### src/rtl/alu_serial_sequencer.sv
// Host-side sequencer for the serial TMR ALU: shifts {OP,A,B} MSB-first, strobes READY, waits, then captures the result.
// Optional macro SEQ_CHECK_EN adds a CHECK state that re-samples the ALU one edge later and flags differences on ERR.
module alu_serial_sequencer #(
  parameter int FRAME_W = 20,
  parameter int RES_LAT = 2
) (
  input  logic        CLK,
  input  logic        RST,
  input  logic        REQ,
  input  logic [3:0]  OP,
  input  logic [7:0]  A,
  input  logic [7:0]  B,
  output logic        BUSY,
  output logic        DONE,
  output logic [15:0] RESULT,
  output logic [14:0] RESULT_2,
  output logic        CARRY,
  output logic        ERR,
  output logic        ALU_DATA,
  output logic        ALU_READY,
  input  logic [15:0] ALU_OUT,
  input  logic [14:0] ALU_OUT_2,
  input  logic        ALU_COUT
);

  localparam int BCW = $clog2(FRAME_W + 1);
  localparam int WCW = $clog2(RES_LAT + 1);

  typedef enum logic [2:0] {
    ST_IDLE,
    ST_SHIFT,
    ST_FIRE,
    ST_WAIT
`ifdef SEQ_CHECK_EN
    , ST_CHECK
`endif
  } state_t;

  state_t             state_q, state_d;
  logic [FRAME_W-1:0] shift_q, shift_d;
  logic [BCW-1:0]     bit_cnt_q, bit_cnt_d;
  logic [WCW-1:0]     wait_cnt_q, wait_cnt_d;
  logic               busy_q, busy_d;
  logic               done_q, done_d;
  logic               alu_data_q, alu_data_d;
  logic               alu_ready_q, alu_ready_d;
  logic [15:0]        result_q, result_d;
  logic [14:0]        result2_q, result2_d;
  logic               carry_q, carry_d;
  logic [FRAME_W-1:0] frame_in;
  logic [31:0]        alu_smp;

  assign frame_in = FRAME_W'({OP, A, B});
  assign alu_smp  = {ALU_COUT, ALU_OUT_2, ALU_OUT};

`ifdef SEQ_CHECK_EN
  logic [31:0] samp_q, samp_d;
  logic        err_q, err_d;
`endif

  always_comb begin
    state_d     = state_q;
    shift_d     = shift_q;
    bit_cnt_d   = bit_cnt_q;
    wait_cnt_d  = wait_cnt_q;
    busy_d      = busy_q;
    done_d      = 1'b0;
    alu_data_d  = 1'b0;
    alu_ready_d = 1'b0;
    result_d    = result_q;
    result2_d   = result2_q;
    carry_d     = carry_q;
`ifdef SEQ_CHECK_EN
    samp_d      = samp_q;
    err_d       = err_q;
`endif
    case (state_q)
      ST_IDLE: begin
        // The DONE cycle is an IDLE cycle, so back-to-back requests land here too.
        if (REQ) begin
          state_d    = ST_SHIFT;
          shift_d    = {frame_in[FRAME_W-2:0], 1'b0};
          alu_data_d = frame_in[FRAME_W-1];
          bit_cnt_d  = '0;
          busy_d     = 1'b1;
        end
      end
      ST_SHIFT: begin
        if (bit_cnt_q == BCW'(FRAME_W - 1)) begin
          state_d     = ST_FIRE;
          alu_ready_d = 1'b1;
        end else begin
          alu_data_d = shift_q[FRAME_W-1];
          shift_d    = shift_q << 1;
          bit_cnt_d  = bit_cnt_q + 1'b1;
        end
      end
      ST_FIRE: begin
        state_d    = ST_WAIT;
        wait_cnt_d = '0;
      end
      ST_WAIT: begin
        if (wait_cnt_q == WCW'(RES_LAT - 1)) begin
`ifdef SEQ_CHECK_EN
          state_d = ST_CHECK;
          samp_d  = alu_smp;
`else
          state_d                         = ST_IDLE;
          {carry_d, result2_d, result_d}  = alu_smp;
          done_d                          = 1'b1;
          busy_d                          = 1'b0;
`endif
        end else begin
          wait_cnt_d = wait_cnt_q + 1'b1;
        end
      end
`ifdef SEQ_CHECK_EN
      ST_CHECK: begin
        // Result keeps the later sample; ERR reports any drift since the first.
        state_d                        = ST_IDLE;
        {carry_d, result2_d, result_d} = alu_smp;
        err_d                          = (samp_q != alu_smp);
        done_d                         = 1'b1;
        busy_d                         = 1'b0;
      end
`endif
      default: state_d = ST_IDLE;
    endcase
  end

  always_ff @(posedge CLK or negedge RST) begin
    if (!RST) begin
      state_q     <= ST_IDLE;
      shift_q     <= '0;
      bit_cnt_q   <= '0;
      wait_cnt_q  <= '0;
      busy_q      <= 1'b0;
      done_q      <= 1'b0;
      alu_data_q  <= 1'b0;
      alu_ready_q <= 1'b0;
      result_q    <= '0;
      result2_q   <= '0;
      carry_q     <= 1'b0;
`ifdef SEQ_CHECK_EN
      samp_q      <= '0;
      err_q       <= 1'b0;
`endif
    end else begin
      state_q     <= state_d;
      shift_q     <= shift_d;
      bit_cnt_q   <= bit_cnt_d;
      wait_cnt_q  <= wait_cnt_d;
      busy_q      <= busy_d;
      done_q      <= done_d;
      alu_data_q  <= alu_data_d;
      alu_ready_q <= alu_ready_d;
      result_q    <= result_d;
      result2_q   <= result2_d;
      carry_q     <= carry_d;
`ifdef SEQ_CHECK_EN
      samp_q      <= samp_d;
      err_q       <= err_d;
`endif
    end
  end

  assign BUSY      = busy_q;
  assign DONE      = done_q;
  assign RESULT    = result_q;
  assign RESULT_2  = result2_q;
  assign CARRY     = carry_q;
  assign ALU_DATA  = alu_data_q;
  assign ALU_READY = alu_ready_q;
`ifdef SEQ_CHECK_EN
  assign ERR       = err_q;
`else
  assign ERR       = 1'b0;
`endif

endmodule

### config.mk
export PLATFORM = sky130hd
export DESIGN_NAME = alu_serial_sequencer
export DESIGN_NICKNAME = d
export VERILOG_FILES = /design/src/rtl/alu_serial_sequencer.sv
export SDC_FILE = /design/constraint.sdc
export NUM_CORES = 1
export LEC_CHECK = 0
export CORE_ASPECT_RATIO = 1.75
export CORE_MARGIN = 2
export CORE_UTILIZATION = 55
export CTS_CLUSTER_DIAMETER = 100
export DETAILED_ROUTE_END_ITERATION = 8
export DONT_BUFFER_PORTS = 1
export PLACE_DENSITY = 0.76
export SYNTH_ARGS = -nofsm -noshare
export SYNTH_HDL_FRONTEND = slang
export SYNTH_SLANG_ARGS = --single-unit
export TNS_END_PERCENT = 20
### constraint.sdc
create_clock -name CLK -period 2 [get_ports CLK]
set_clock_uncertainty 0.05 [all_clocks]
set_input_delay 0.4 -clock CLK [delete_from_list [all_inputs] [get_ports CLK]]
set_output_delay 0.4 -clock CLK [all_outputs]
set_load 0.05 [all_outputs]
==> summary.md, run 1 <==
| Metric | Value |
|---|---|
| Area Growth Syn to Fin | 10.7% |
| FMAX | 0.539 GHz |
| Post-Synth Adder-Cell Area | 2.66% |
| Routed WL | 5480 um |
| Part of the cycle the worst path needs | between 90 and 100% |
| Rows | 34 |
| Layout cell share with drive strength beyond 1 | 25.4% |
| Total power | 6.60 mW |
| Pre-CTS setup slack | 0.163 ns |
| Synth area leaders | dfrtp_1 57%, mux2_2 13%, o22ai_1 7.8% |
| Crit path DAT | 2.06 ns |
| Seq/Total Area, Yosys | 56.8% |
| HP Class | input pin to flop |
| Worst Path Required | 2.21 ns |
| Fin util | 63.2% |
| Pwr/cell area | around 2100 nW/um^2 |
| RSZ-0062 raised after global routing | no |
| Placed insts | 276 |
| DP Area | 2850 um^2 |
| I/O Buffers | 0 |
| Max-Cap Viols | 0 |
| DR vias/cell | 6.32 |
| Final setup viols | 0 |
| Post-synth top area cell | dfrtp_1 |
| Synth Area in Compound Gates | 15.3% |
| CP max FO | 19 |
| Drt first-iter violations | 131 |
| Seq cells post-synth | 64 |
| Core area | 4930 um^2 |
| Cell area after synthesis | between 2000 and 3000 um^2 |
| WL/cell | 18.6 um |
| DP Wirelength | 3720 um |
| Yosys cell types | 34 |
| Drt first pass iters | 4 |
| Status | finished clean |
| Antenna violations before repair | 0 |
| DIE AREA | 5730 um^2 |
| Die Y | 98.7 um |
| Syn Nets | 290 |
| NumNets Final | 296 |
| Fraction of registers with async set/reset | 100% |
| Leakage power | roughly 1.3 nW |
| Clk root buf | clkbuf_8 |
| Post-route cell area | between 3000 and 4000 um^2 |
| Layout Cells excl Fill | about 290 |
| First-pass GRT wire length | 8850 um |
| Grt total ovfl | 0 |
| Die X-Extent | between 50 and 60 um |
| Post-synthesis mux area share | between 10% and 20% |
| Clk sink count | 64 |
| Maximum VDD drop | 1430 uV |
| Setup CP Type | flop to flop |
| Num ports | between 90 and 100 |
| GPL Wtd Cong | approximately 0.80 |
| Worst-path clk slew | 0.07 ns |
| Endpoints failing hold | 0 |
| Worst Hold Margin | about 0.16 ns |
| CTS tree | done |
| Overall Global Routing Usage | around a fifth |
| Setup TNS | 0 ns |
| Crit. End Element | flop |
| Commonest non-fill, non-tap cell in the layout | dfrtp_1 |
| Commonest non-fill, non-tap cells in the layout | 64 x dfrtp_1, 35 x o22ai_1, 33 x mux2_2 |
| Post_cts resized | 0 |
| Clock latency on the worst-skew pair | approximately 0.34 ns |
| CTS H-tree depth | 3 |
| Number of remaining DRC errors | 0 |
| Final Critical Period | 1.86 ns |
| Via count | 1859 |
| Most used DFF post-synth | dfrtp_1 |
| Simple-gate share of the synthesized area | 6.35% |
| Final Worst Setup Slack | roughly 0.14 ns |
| Initial Util | 57.1% |
| Clock Tree Buf Depth | 2 |
| Yosys warns | 0 |
| Pin count of the biggest net entering global routing | 65 |
| Critical Path Start Type | flop |
| Vias in the first global route | between 1500 and 2000 |
| Post-synth EDFFs | 0 |
| Combinational family with the most area after synthesis | compound AO/OA/AOI/OAI gates |
| TritonCTS buffer count | 9 |
| Post-synth top area share | around 57% |
| Post-Synth XOR/XNOR Area | 0% |
| Slew Limit Fails | 0 |
| Post-Syn Area per Cell | roughly 12 um^2 |
| Post-route antenna net violation count | 0 |
| Antenna diodes | 0 |
| Cells after synthesis | 229 |
sequential cells by signal, indices dropped and copies added (netlist names):
register    cells
shift_q        19
RESULT         16
RESULT_2       15
bit_cnt_q       5
state_q         2
wait_cnt_q      2
ALU_DATA        1
ALU_READY       1
BUSY            1
CARRY           1
DONE            1
critical path: stages, from the launching register on:
cell and delay [ns]:
dfrtp_1 0.40, inv_1 0.10, ha_1 0.20, mux2_4 0.42, nand2b_2 0.11, buf_4 0.23
o22ai_1 0.12, a21oi_1 0.14
what timing repair did:
item,4_1_cts,5_1_grt
setup buffers,0,0
endpoints found under the hold margin,64,0
hold buffers,2,0
setup endpoints to repair,0,0
final cells by class:
type	instances	area [um^2]
Clock buffer	10	138
Inverter	8	30.0
Multi-Input combinational cell	144	1090
Timing Repair Buffer	8	95.1
Sequential cell	64	1600
Fill cell	382	1820
Clock inverter	6	91.3
Tap cell	54	67.6
cell families after synthesis:
| logic type | count (synthesis) |
|---|---|
| other cells | 1 |
| buf+inv | 21 |
| mux | 36 |
| fa+ha+maj | 6 |
| flops | 64 |
| simple gates | 30 |
| compound gates | 71 |
power breakdown:
part	internal (mW)	switching [mW]	total (mW)	leakage, nW
registers	1.88	1.69	3.57	0.750
clock network	0.742	0.505	1.25	0.117
logic	0.877	0.908	1.79	0.465
per-layer routing:
layer  routed length [um]  global-route usage [%]
met1                 2040                    24.2
met2                 2850                    31.6
met3                  473                    8.40
met4                  112                    10.2
met5                    0                       0
cells in the mapped netlist (2+ instances only):
master,number
nor2_1,4
inv_1,8
clkbuf_1,3
buf_4,3
nand3_1,4
nand2_1,11
mux2_2,33
ha_1,6
a21oi_1,19
mux2i_1,2
o22ai_1,35
o21bai_1,2
buf_6,2
a22o_1,3
o21ai_0,7
buf_2,4
dfrtp_1,64
nor3_1,3
final timing paths:
kind                                           start                        end  slack, ns  depth (start not counted)
setup reg to reg              state_q[1]$_DFFE_PN0P_     shift_q[5]$_DFFE_PN0P_       0.14                          7
min in group asynchronous                        RST    shift_q[18]$_DFFE_PN0P_       0.54                          2
hold reg to reg            wait_cnt_q[1]$_DFFE_PN0P_  wait_cnt_q[1]$_DFFE_PN0P_       0.43                          2
hold / removal                          ALU_OUT_2[5]    RESULT_2[5]$_DFFE_PN0P_       0.16                          1
setup / recovery              state_q[1]$_DFFE_PN0P_     shift_q[5]$_DFFE_PN0P_       0.14                          7
max in group asynchronous                        RST     state_q[0]$_DFFE_PN0P_       1.10                          2
(Power assumes the default switching activity.)
==> run 2: changes to the inputs <==
--- a/config.mk
+++ b/config.mk
@@ -11,7 +11,8 @@
 export CTS_CLUSTER_DIAMETER = 100
 export DETAILED_ROUTE_END_ITERATION = 8
 export DONT_BUFFER_PORTS = 1
-export PLACE_DENSITY = 0.76
+export PLACE_DENSITY_LB_ADDON = 0.15
+export SETUP_SLACK_MARGIN = 0.1
 export SYNTH_ARGS = -nofsm -noshare
 export SYNTH_HDL_FRONTEND = slang
 export SYNTH_SLANG_ARGS = --single-unit
==> summary.md, run 2 (synthesized netlist as in run 1, its figures left out) <==
| Metric | Value |
|---|---|
| HP Class | input pin to asynchronous set/reset pin |
| DIE AREA | 5730 um^2 |
| Worst-path clk slew | about 0.070 ns |
| GPL Wtd Cong | 0.718 |
| Pre-CTS setup slack | between 0.1 and 0.15 ns |
| Final setup viols | 0 |
| Initial Util | 57.1% |
| Final Worst Setup Slack | 0.146 ns |
| Maximum VDD drop | 1470 uV |
| Antenna diodes | 0 |
| R2R Path Start | state_q[0]$_DFFE_PN0P_ |
| Pin count of the biggest net entering global routing | 65 |
| Die X-Extent | 58.1 um |
| CP max FO | 6 |
| Setup TNS | 0 ns |
| Clk root buf | clkbuf_8 |
| Failing checks | negative hold slack |
| Setup CP Type | flop to flop |
| Fillcell total | 393 |
| Area Growth Syn to Fin | 9.32% |
| Clock Tree Buf Depth | 2 |
| Die Y | 98.7 um |
| Drt first-iter violations | 56 |
| Grt total ovfl | 0 |
| Critical path startpoint | state_q[0]$_DFFE_PN0P_ |
| Layout cell share with drive strength beyond 1 | between 20% and 30% |
| Worst Path Required | 2.18 ns |
| DP Wirelength | 3940 um |
| Clk sink count | 64 |
| Critical Path Start Type | flop |
| DR vias/cell | 6.53 |
| Via count | 1907 |
| CTS tree | done |
| Clock latency on the worst-skew pair | 0.34 ns |
| Max reg flops | 19 |
| Worst Hold Margin | -0.294 ns |
| First-pass GRT wire length | 9160 um |
| Antenna violations before repair | 0 |
| Core area | ~5000 um^2 |
| Final Critical Period | 1.85 ns |
| WL/cell | 18.7 um |
| FMAX | between 0.5 and 0.6 GHz |
| Crit path DAT | 2.03 ns |
| Pwr/cell area | 2130 nW/um^2 |
| Commonest non-fill, non-tap cells in the layout | 64 x dfrtp_1, 35 x o22ai_1, 33 x mux2_2 |
| NumNets Final | 294 |
| Largest register by flop count | shift_q |
| Crit. End Element | flop |
| Leakage power | about 1.3 nW |
| Slew Limit Fails | 0 |
| Routed WL | 5470 um |
| CTS H-tree depth | 3 |
| Overall Global Routing Usage | 21.1% |
| RSZ-0062 raised after global routing | yes |
| Post-route antenna net violation count | 0 |
| Total power | 6.55 mW |
| Endpoints failing hold | 64 |
| TritonCTS buffer count | 9 |
| Vias in the first global route | 2036 |
| Rows | 34 |
| Drt first pass iters | 4 |
| Num ports | 92 |
| Commonest non-fill, non-tap cell in the layout | dfrtp_1 |
| Part of the cycle the worst path needs | between 90% and 100% |
| Status | finished, violations left |
| I/O Buffers | 0 |
| Max-Cap Viols | 0 |
| Number of remaining DRC errors | 0 |
==> run 2: path summary, 6_finish.rpt <==
| check | depth (start not counted) | to | slack [ns] |
|---|---|---|---|
| max | 7 | shift_q[16]$_DFFE_PN0P_ | 0.15 |
| min | 0 | RESULT_2[3]$_DFFE_PN0P_ | -0.29 |
| max reg2reg | 7 | shift_q[16]$_DFFE_PN0P_ | 0.15 |
| min reg2reg | 2 | wait_cnt_q[1]$_DFFE_PN0P_ | 0.45 |
| max in group asynchronous | 0 | shift_q[19]$_DFFE_PN0P_ | 2.09 |
| min in group CLK | 2 | ALU_DATA$_DFF_PN0_ | 0.15 |
==> run 2: worst max-delay path: stages, from the launching register on <==
cell	delay (ns)
dfrtp_1	0.41
inv_1	0.11
ha_1	0.20
buf_4	0.15
and2b_1	0.22
o21bai_1	0.27
nor2_1	0.11
o22a_1	0.22
==> run 2: report_power, final <==
group	internal (mW)	switching [mW]
Clock	0.700	0.490
Combinational	0.884	0.900
Sequential	1.88	1.70
==> run 2: layer usage <==
metal / part of all wire, % / vias to the layer above / GRT usage [%] / wire length [um]
met5: 0 / - / 0 / 0
met3: 8.7 / 14 / 8.27 / 477
met4: 1.9 / 0 / 8.77 / 104
met2: 56 / 105 / 37.7 / 3060
li1: - / 852 / - / -
met1: 33 / 936 / 21.0 / 1830
==> run 2: repair_timing <==
action / CTS / global route
buffers inserted: 0 / 0
gates resized for setup: 0 / 2
hold endpoints to repair: 64 / 64
endpoints found under the setup margin: 0 / 23
==> run 2: area by class of cell <==
class / instances / area, um^2 / area share, %
Sequential cell: 64 / 1600 / 52.0
Multi-Input combinational cell: 144 / 1110 / 35.9
Clock buffer: 9 / 124 / 4.02
Clock inverter: 7 / 93.8 / 3.05
Tap cell: 54 / 67.6 / 2.19
Timing Repair Buffer: 6 / 57.6 / 1.87
Inverter: 8 / 30.0 / 0.975
==> run 2: per-stage QoR <==
stage | instances | instance area, um^2 | utilization (%)
final | 292 | 3080 | 62.4
after global routing | 292 | 3080 | 62.4
after CTS | 292 | 3070 | 62.2
after detailed placement | 276 | 2850 | 57.8
after global placement | 276 | 2850 | 57.8
after floorplan | 229 | 2820 | -
==> run 3: changes to the inputs <==
--- a/config.mk
+++ b/config.mk
@@ -5,9 +5,11 @@
 export SDC_FILE = /design/constraint.sdc
 export NUM_CORES = 1
 export LEC_CHECK = 0
+export CELL_PAD_IN_SITES_DETAIL_PLACEMENT = 0
+export CELL_PAD_IN_SITES_GLOBAL_PLACEMENT = 2
 export CORE_ASPECT_RATIO = 1.75
 export CORE_MARGIN = 2
-export CORE_UTILIZATION = 55
+export CORE_UTILIZATION = 39
 export CTS_CLUSTER_DIAMETER = 100
 export DETAILED_ROUTE_END_ITERATION = 8
 export DONT_BUFFER_PORTS = 1
==> summary.md, run 3 (synthesized netlist as in run 1, its figures left out) <==
| Metric | Value |
|---|---|
| Setup TNS | 0 ns |
| Antenna violations before repair | 0 |
| Num ports | 92 |
| Worst Path Required | 2.19 ns |
| Part of the cycle the worst path needs | about nine tenths |
| WL/cell | ~18 um |
| Layout cell share with drive strength beyond 1 | 26.6% |
| Crit path DAT | roughly 2 ns |
| Clock Tree Buf Depth | 2 |
| Initial Util | 39.5% |
| First-pass GRT wire length | just over 9000 um |
| Clock latency on the worst-skew pair | between 0.3 and 0.4 ns |
| Final setup viols | 0 |
| Endpoints failing hold | 64 |
| Leakage power | 1.37 nW |
| Critical Path Start Type | flop |
| DR vias/cell | 5.69 |
| Pin count of the biggest net entering global routing | 65 |
| Commonest non-fill, non-tap cells in the layout | 64 x dfrtp_1, 35 x o22ai_1, 33 x mux2_2 |
| Status | finished, violations left |
| Routed WL | 5740 um |
| Max reg flops | 19 |
| Number of remaining DRC errors | 0 |
| TritonCTS buffer count | 9 |
| CP max FO | 18 |
| Die X-Extent | around 68 um |
| Area Growth Syn to Fin | 15.1% |
| Vias in the first global route | 1994 |
| Clk sink count | between 60 and 70 |
| Clk root buf | clkbuf_16 |
| Overall Global Routing Usage | 15.5% |
| Rows | about 40 |
| FMAX | roughly 0.55 GHz |
| Slew Limit Fails | 0 |
| CP cell instances | inv_1, ha_2, mux2_4, nand2b_2, buf_4, o22ai_1, a21oi_1 |
| I/O Buffers | 0 |
| Grt total ovfl | 0 |
| Post-route antenna net violation count | 0 |
| GPL Wtd Cong | between 0.6 and 0.7 |
| RSZ-0062 raised after global routing | yes |
| DIE AREA | 7950 um^2 |
| Crit. End Element | flop |
| NumNets Final | around 300 |
| Worst Hold Margin | -0.274 ns |
| HP Class | input pin to asynchronous set/reset pin |
| Setup CP Type | flop to flop |
| Final Critical Period | 1.80 ns |
| Core area | 7130 um^2 |
| Commonest non-fill, non-tap cell in the layout | dfrtp_1 |
| CTS H-tree depth | 3 |
| CTS tree | done |
| Via count | 1860 |
| Antenna diodes | 0 |
| Worst-path clk slew | 0.05 ns |
| Slowest stage cell on the critical path | dfrtp_1 |
| Die Y | approximately 120 um |
| Drt first-iter violations | 102 |
| Max-Cap Viols | 0 |
| Largest register by flop count | shift_q |
| Drt first pass iters | 5 |
| DP Wirelength | 4070 um |
| Maximum VDD drop | 816 uV |
| Failing checks | negative hold slack |
| CP max stage delay | 0.40 ns |
| Pwr/cell area | approximately 2200 nW/um^2 |
-- run 3: changes by cell type in the layout (fill, tap and decap cells not counted), sizes merged --
cell / previous run / this run
clkinv: 2 / 1
buf: 6 / 9
clkbuf: 9 / 11
inv: 9 / 8
-- run 3: final timing paths --
kind	from	endpoint	slack (ns)	cells after the start
setup reg to reg	state_q[0]$_DFFE_PN0P_	shift_q[3]$_DFFE_PN0P_	0.20	7
hold / removal	RST	RESULT_2[9]$_DFFE_PN0P_	-0.27	0
min in group CLK	ALU_OUT[10]	RESULT[10]$_DFFE_PN0P_	0.18	1
setup / recovery	state_q[0]$_DFFE_PN0P_	shift_q[3]$_DFFE_PN0P_	0.20	7
hold reg to reg	wait_cnt_q[1]$_DFFE_PN0P_	wait_cnt_q[1]$_DFFE_PN0P_	0.44	2
max in group asynchronous	RST	bit_cnt_q[2]$_DFFE_PN0P_	2.06	0
-- run 3: area by class of cell --
cell class	count	area, um^2
timing repair buffer	9	80.1
tap	86	108
clock buffer	11	243
fill	670	3890
inverter	8	30.0
multi-input combinational	144	1100
clock inverter	5	80.1
sequential	64	1600
-- run 3: metrics by stage --
| stage | area, um^2 | power, mW | utilization (%) | setup WS, ns | cells |
|---|---|---|---|---|---|
| 6_report | 3240 | 7.03 | 45.5 | 0.196 | 327 |
| 3_3_place_gp | 2900 | 5.27 | 40.7 | 0.146 | 309 |
| 3_5_place_dp | 2900 | 5.40 | 40.7 | 0.0284 | 309 |
| 5_1_grt | 3240 | 7.47 | 45.5 | 0.0677 | 327 |
| 2_1_floorplan | 2820 | 5.00 | - | 0.305 | 229 |
| 4_1_cts | 3240 | 7.11 | 45.4 | 0.109 | 327 |
-- run 3: power by group --
| part | switching, mW | internal (mW) | leakage, nW |
|---|---|---|---|
| registers | 1.69 | 1.88 | 0.750 |
| clock network | 0.520 | 1.12 | 0.152 |
| logic | 0.904 | 0.914 | 0.463 |
-- run 3: what timing repair did --
item                                    in CTS  in global routing
resized for setup                            1                  1
buffers inserted                             2                  0
endpoints found under the hold margin       64                 64
endpoints found under the setup margin      18                  4
pin swaps                                    0                  0
gates cloned                                 0                  0
-- run 3: critical path: cells and delay by family, from the launching register on --
kind / cells / cell delay (ns)
buf+inv: 2 / 0.33
flops: 1 / 0.40
compound gates: 2 / 0.26
fa+ha+maj: 1 / 0.26
simple gates: 1 / 0.08
mux: 1 / 0.35
-- run 3: layer usage --
metal	wire length (um)	GRT usage, %	up-vias
li1	-	-	858
met1	2010	14.4	922
met2	3250	28.7	73
met3	370	5.78	7
met4	116	7.20	0
met5	0	0	-
